===== config.mk =====
export PLATFORM = sky130hd
export DESIGN_NAME = univ_shift_reg
export DESIGN_NICKNAME = d
export VERILOG_FILES = /design/src/rtl/univ_shift_reg.sv
export SDC_FILE = /design/constraint.sdc
export NUM_CORES = 1
export LEC_CHECK = 0
export BUFFER_PORTS_ARGS = -buffer_cell sky130_fd_sc_hd__buf_2
export CAP_MARGIN = 10
export CORE_AREA = 2 2 39 41
export CTS_BUF_LIST = sky130_fd_sc_hd__clkbuf_16
export CTS_CLUSTER_DIAMETER = 80
export DETAILED_ROUTE_END_ITERATION = 10
export DIE_AREA = 0 0 41 43
export GPL_TIMING_DRIVEN = 0
export PLACE_DENSITY = 0.72
export SLEW_MARGIN = 20
export SYNTH_ARGS = -nofsm -noshare
export SYNTH_HDL_FRONTEND = slang
export SYNTH_SLANG_ARGS = --single-unit

===== constraint.sdc =====
create_clock -name clk -period 2.1 [get_ports clk]
set_clock_uncertainty 0.1 [all_clocks]
set_input_delay 0.42 -clock clk [delete_from_list [all_inputs] [get_ports clk]]
set_output_delay 0.42 -clock clk [all_outputs]
set_load 0.005 [all_outputs]

===== src/rtl/univ_shift_reg.sv =====
// ---------------------------------------------------------------------------
// univ_shift_reg
//
// Universal shift register with hold, shift right, shift left and parallel
// load, optional rotation, and a saturating count of shifts performed since
// the last load or reset.
//
// Ports:
//   clk      in   1      clock, all state updates on the rising edge
//   res      in   1      asynchronous active-high reset (clears y and cnt)
//   en       in   1      clock enable, 0 holds all state
//   mode     in   2      00 hold, 01 shift right, 10 shift left, 11 load
//   rot      in   1      1 wraps the end bit around, 0 uses the serial input
//   sin_msb  in   1      serial input entering bit WIDTH-1 on a right shift
//   sin_lsb  in   1      serial input entering bit 0 on a left shift
//   d        in   WIDTH  parallel load data
//   y        out  WIDTH  registered contents
//   sout_r   out  1      y[0]
//   sout_l   out  1      y[WIDTH-1]
//   cnt      out  CW     shifts since last load/reset, saturates at WIDTH
//   done     out  1      cnt == WIDTH
//
// WIDTH must be at least 2 so that the shift slices are non-empty.
// ---------------------------------------------------------------------------
module univ_shift_reg #(
  parameter int WIDTH = 4,
  parameter int CW    = $clog2(WIDTH + 1)
) (
  input  logic             clk,
  input  logic             res,
  input  logic             en,
  input  logic [1:0]       mode,
  input  logic             rot,
  input  logic             sin_msb,
  input  logic             sin_lsb,
  input  logic [WIDTH-1:0] d,
  output logic [WIDTH-1:0] y,
  output logic             sout_r,
  output logic             sout_l,
  output logic [CW-1:0]    cnt,
  output logic             done
);

  localparam logic [1:0] MODE_HOLD  = 2'b00;
  localparam logic [1:0] MODE_RIGHT = 2'b01;
  localparam logic [1:0] MODE_LEFT  = 2'b10;
  localparam logic [1:0] MODE_LOAD  = 2'b11;

  localparam logic [CW-1:0] CNT_MAX = CW'(WIDTH);
  localparam logic [CW-1:0] CNT_ONE = CW'(1);

  logic [WIDTH-1:0] y_q, y_d;
  logic [CW-1:0]    cnt_q, cnt_d;
  logic [CW-1:0]    cnt_inc;

  // Count of executed shifts; it sticks at WIDTH instead of wrapping so
  // that done stays asserted until the next load or reset.
  always_comb begin
    cnt_inc = cnt_q;
    if (cnt_q != CNT_MAX) begin
      cnt_inc = cnt_q + CNT_ONE;
    end
  end

  always_comb begin
    y_d   = y_q;
    cnt_d = cnt_q;
    if (en) begin
      case (mode)
        MODE_HOLD: begin
          y_d   = y_q;
          cnt_d = cnt_q;
        end
        MODE_RIGHT: begin
          y_d   = {(rot ? y_q[0] : sin_msb), y_q[WIDTH-1:1]};
          cnt_d = cnt_inc;
        end
        MODE_LEFT: begin
          y_d   = {y_q[WIDTH-2:0], (rot ? y_q[WIDTH-1] : sin_lsb)};
          cnt_d = cnt_inc;
        end
        MODE_LOAD: begin
          y_d   = d;
          cnt_d = '0;
        end
        default: begin
          y_d   = y_q;
          cnt_d = cnt_q;
        end
      endcase
    end
  end

  // Reset abandons any partial shift; there is no state to resume from.
  always_ff @(posedge clk or posedge res) begin
    if (res) begin
      y_q   <= '0;
      cnt_q <= '0;
    end else begin
      y_q   <= y_d;
      cnt_q <= cnt_d;
    end
  end

  // Outputs decode registered state only, so chaining sout_r into the
  // next stage's sin_msb adds no latency and no combinational loop.
  assign y      = y_q;
  assign cnt    = cnt_q;
  assign sout_r = y_q[0];
  assign sout_l = y_q[WIDTH-1];
  assign done   = (cnt_q == CNT_MAX);

endmodule


==> Word-level counts from Yosys, hierarchy flattened <==
Index checks and enable logic that the tools add are counted.
{ "totals": {"register_bits": 7, "inputBits": 12, "output_inout_bits": 10} }
{ "classes": {"n_addsub": 1, "eq_ne": 6, "n_mux": 5, "bitwise_logic": 1, "reduce_logical": 4} }
{ "op_table": {"columns": ["operator", "n"], "rows": [
  ["$pmux W4 S3", 1],
  ["$pmux W3 S2", 1],
  ["$eq A2 B2 Y1 const B", 2],
  ["$add A3 B1 Y3 const B", 1],
  ["$eq A3 B3 Y1 const B", 1],
  ["$mux W3", 1],
  ["$ne A3 B3 Y1 const B", 1],
  ["$reduce_and A3 Y1", 1],
  ["$eq A2 B1 Y1 const B", 1],
  ["$logic_not A2 Y1", 1],
  ["$mux W1", 2],
  ["$ne A2 B1 Y1 const B", 1],
  ["$reduce_and A2 Y1", 1],
  ["$reduce_or A2 Y1", 1],
  ["$not A1 Y1", 1]
]} }

==> Depth between registers and ports, before layout <==
{ "depth": {"ltp_word": 4, "mapped_depth": 6, "depth_no_buf": 5} }

==> Least setup slack after synthesis <==
No wires, ideal clock.
{ "synth_path": {"path_type": "input-to-reg", "from": "input mode[0]", "to": "register cnt_q[0], in the netlist cnt[0]", "t_arrival_ns": 1.348, "t_required_ns": 1.875, "path_slack_ns": 0.527, "path_stages": 5, "path_cell_list": "inv_1 > ha_1 > and2_4 > a21oi_4 > mux2_4"} }
{ "synth_between": {"elab_chain_len": 4, "elab_cells_between_ends": 9, "classes_between": "eq/ne: 4; mux: 1; bitwise: 1; reduce/logical: 3"} }
{ "synth_rtl": {"columns": ["item", "line", "text"], "rows": [
  ["start, declared", "32", "input logic [1:0] mode,"],
  ["$eq A2 B2 Y1 / $eq A2 B1 Y1 (equally long branches)", "69", "case (mode)"],
  ["$reduce_or A2 Y1 (no source line)", null, null],
  ["$ne A2 B1 Y1 (no source line)", null, null],
  ["$reduce_and A3 Y1 (no source line)", null, null],
  ["end signal, assigned", "101", "cnt_q <= cnt_d;"],
  ["end, declared", "53", "logic [CW-1:0] cnt_q, cnt_d;"]
]} }
Parallel ways exist; a longest one is shown, timed or not.
A chain may end at the register's enable or synchronous reset.

==> Worst setup path after layout <==
{ "layout_path": {"from": "register cnt_q[0], in the netlist cnt[0]", "to": "output done"} }
{ "layout_between": {"elab_chain_len": 1} }
{ "layout_rtl": {"columns": ["item", "line", "text"], "rows": [
  ["$eq A3 B3 Y1", "111", "assign done = (cnt_q == CNT_MAX);"],
  ["end, declared", "41", "output logic done"]
]} }
Every way passes these cells.

==> flow_metrics.tcl <==
set metrics [dict create \
    start_util_pct 38.1 \
    ys_seq_elements 7 \
    drv_slew 0 \
    worstSetupPathType "flop to output pin" \
    syn_inst 55 \
    wl_met2_um 485 \
    drt_iter0_drc 3 \
    cp_max_fo 5 \
    endpoint_kind "output pin" \
    io_pins 22 \
    holdBufCountCts 0 \
    drt-vias-per-instance 4.73 \
    wl_met1_um 480 \
    synth_cell_types 27 \
    fin_tns_setup_ns 0 \
    postRouteAntennaNets 0 \
    clkLatencyLatePin_ns 0.23 \
    diodes 0 \
    postCtsSetupBuffers 0 \
    cts_sinks 7 \
    crit_path_top_delay_cell "dfrtp_1" \
    leakage_nw 0.375 \
    cts_resized 0 \
    final_core_util_pct 52.8 \
    dp_hpwl_um 827 \
    grt_max_degree 10 \
    dr.max_layer_used "met4" \
    numCtsBuffers 3 \
    cts_tree "done" \
    port_buffers 21 \
    slowest_delay_ns 0.40 \
    die_w_um 41 \
    wl_per_cell_um 11.3 \
    cp_top_family "flip-flops" \
    die_height_um 43 \
    setup_violations 0 \
    synth_nets 72 \
    gp_congestion 0.690 \
    vias 454 \
    status "completed" \
    min_path_type "input pin to asynchronous set/reset pin" \
    routed_wl_um 1090 \
    cp_cell_sequence "inv_1 > ha_1 > and2_1 > buf_2" \
    hold_viol 0 \
    fmax_mhz 593 \
    drc 0 \
    antenna_found_initial 0 \
    peakVddDrop_mv 0.639 \
    crit_buf_inv 2 \
    fin_crit_sh_pct 80.4 \
    syn_avg_cell_area_um2 9.58 \
    drive_above_1_share_pct 43.8 \
    final_nets 98 \
    route.met3.wl_um 90 \
    critPathLaunchType "flop" \
    grt_use_total_pct 14.1 \
    core-area_um2 1380 \
    clockBufferDepth 2 \
    num_rows 14 \
    dieArea_um2 1760 \
    slew-limit-headroom_pct 80.4 \
    required_ns 1.58 \
    ys_seq_area_share_pct 33.3 \
    clkTransAtPathRegs_ns 0.04 \
    cellPowerDensity_nw_per_um2 1120 \
    area_delta_synth_final_pct 38.7 \
    grt_pass1_vias 411 \
    dr.pass1.iters 4 \
    cp.arrival_ns 1.17 \
    clk_root_buffer_cell "clkbuf_16" \
    maxCapViolations 0 \
    grt_pass1_wl_um 1580 \
    min_period_ns 1.69 \
    yosysWarningCount 0 \
    gr-total-overflow 0 \
    rsz0062_at_grt "no" \
    worst_slew_pin_slew_ns 0.294 \
    h-tree-depth 1 \
    syn_area_um2 527 \
]
-- state kept, by name, summed over array words and instances, names as in the netlist --
register / cells
y: 4
cnt: 3
-- final timing paths --
kind / from / end / slack, ns / cells after the start
worst min-delay path: res / y[3]$_DFFE_PP0P_ / 0.02 / 2
min in group clk: d[3] / y[3]$_DFFE_PP0P_ / 0.41 / 3
max in group asynchronous: res / y[0]$_DFFE_PP0P_ / 1.65 / 2
worst min register to register: cnt[1]$_DFFE_PP0P_ / cnt[1]$_DFFE_PP0P_ / 0.47 / 2
worst max-delay path: cnt[0]$_DFFE_PP0P_ / done / 0.41 / 4
worst max register to register: cnt[0]$_DFFE_PP0P_ / cnt[0]$_DFFE_PP0P_ / 0.58 / 5
-- through the flow --
stage	instances	hold WS (ns)	area [µm²]	total power (W)	setup slack [ns]
after floorplan	55	0.123	527	0.000399	0.527
after detailed placement	92	0.273	652	0.000496	0.371
after CTS	96	0.0287	731	0.000830	0.407
final	96	0.0214	731	0.000818	0.412
after global placement	92	0.264	652	0.000486	0.389
after global routing	96	0.0438	731	0.000877	0.351
-- cells in the mapped netlist --
cell,instances,area [µm²]
buf_2,1,5.00
nand2b_1,1,6.26
and2_4,1,8.76
a21oi_1,3,15.0
a221oi_1,1,8.76
dfrtp_1,7,175
nand2_1,4,15.0
nor2b_1,2,12.5
buf_6,1,11.3
a22oi_1,2,15.0
nor3b_2,1,12.5
nor2_2,1,6.26
buf_4,2,15.0
mux2_1,1,11.3
mux2_4,1,15.0
o21ai_1,1,5.00
inv_1,5,18.8
nand2b_4,1,13.8
ha_1,5,62.6
a21oi_4,1,16.3
and2b_1,1,7.51
mux2i_1,1,10.0
mux2_2,1,11.3
a31oi_1,3,18.8
nor2_1,5,18.8
o21ai_0,1,5.00
and2_1,1,6.26
-- cells in the final DEF (no fill, tap or decap) --
cell / count
mux2_1: 1
a31oi_1: 3
inv_1: 6
buf_6: 1
nor3b_2: 1
and2_4: 1
mux2_4: 1
nor2_1: 5
nand2b_1: 1
a221oi_1: 1
nand2b_4: 1
nor2b_1: 2
buf_4: 2
mux2i_1: 1
dfrtp_1: 7
ha_1: 5
nand2_1: 4
nor2_2: 1
clkbuf_16: 3
a22oi_1: 2
and2b_1: 1
a21oi_4: 1
a21oi_1: 3
buf_2: 22
o21ai_0: 1
and2_1: 1
o21ai_1: 1
mux2_2: 1
-- report_power, final --
part / internal, W / switching, W
Sequential: 0.000177 / 0.0000491
Clock: 0.000248 / 0.0000756
Combinational: 0.000153 / 0.000115
Total: 0.000578 / 0.000240
-- kinds of logic after synthesis --
logic type,count (synthesis),synth area share [%]
flip-flops,7,33.3
AND/OR/NAND/NOR,18,20.4
adder cells (fa/ha/maj),5,11.9
multiplexers,4,9.03
AO/OA/AOI/OAI,12,15.9
buffers and inverters,9,9.50
-- cell type report --
| cell class | count | area (µm²) |
|---|---|---|
| well taps | 16 | 20.0 |
| inverters | 5 | 18.8 |
| clock inverters | 1 | 3.75 |
| plain buffers | 4 | 31.3 |
| flip-flops and latches | 7 | 175 |
| fillers | 127 | 653 |
| clock buffers | 3 | 75.1 |
| repair buffers | 21 | 105 |
| multi-input cells | 39 | 302 |
-- layer usage --
metal	track usage [%]	vias to the layer above
met4	12.0	0
met5	0	-
met1	14.8	196
met3	4.71	4
li1	-	234
met2	21.3	20
Power figures use the tool's default switching activity.
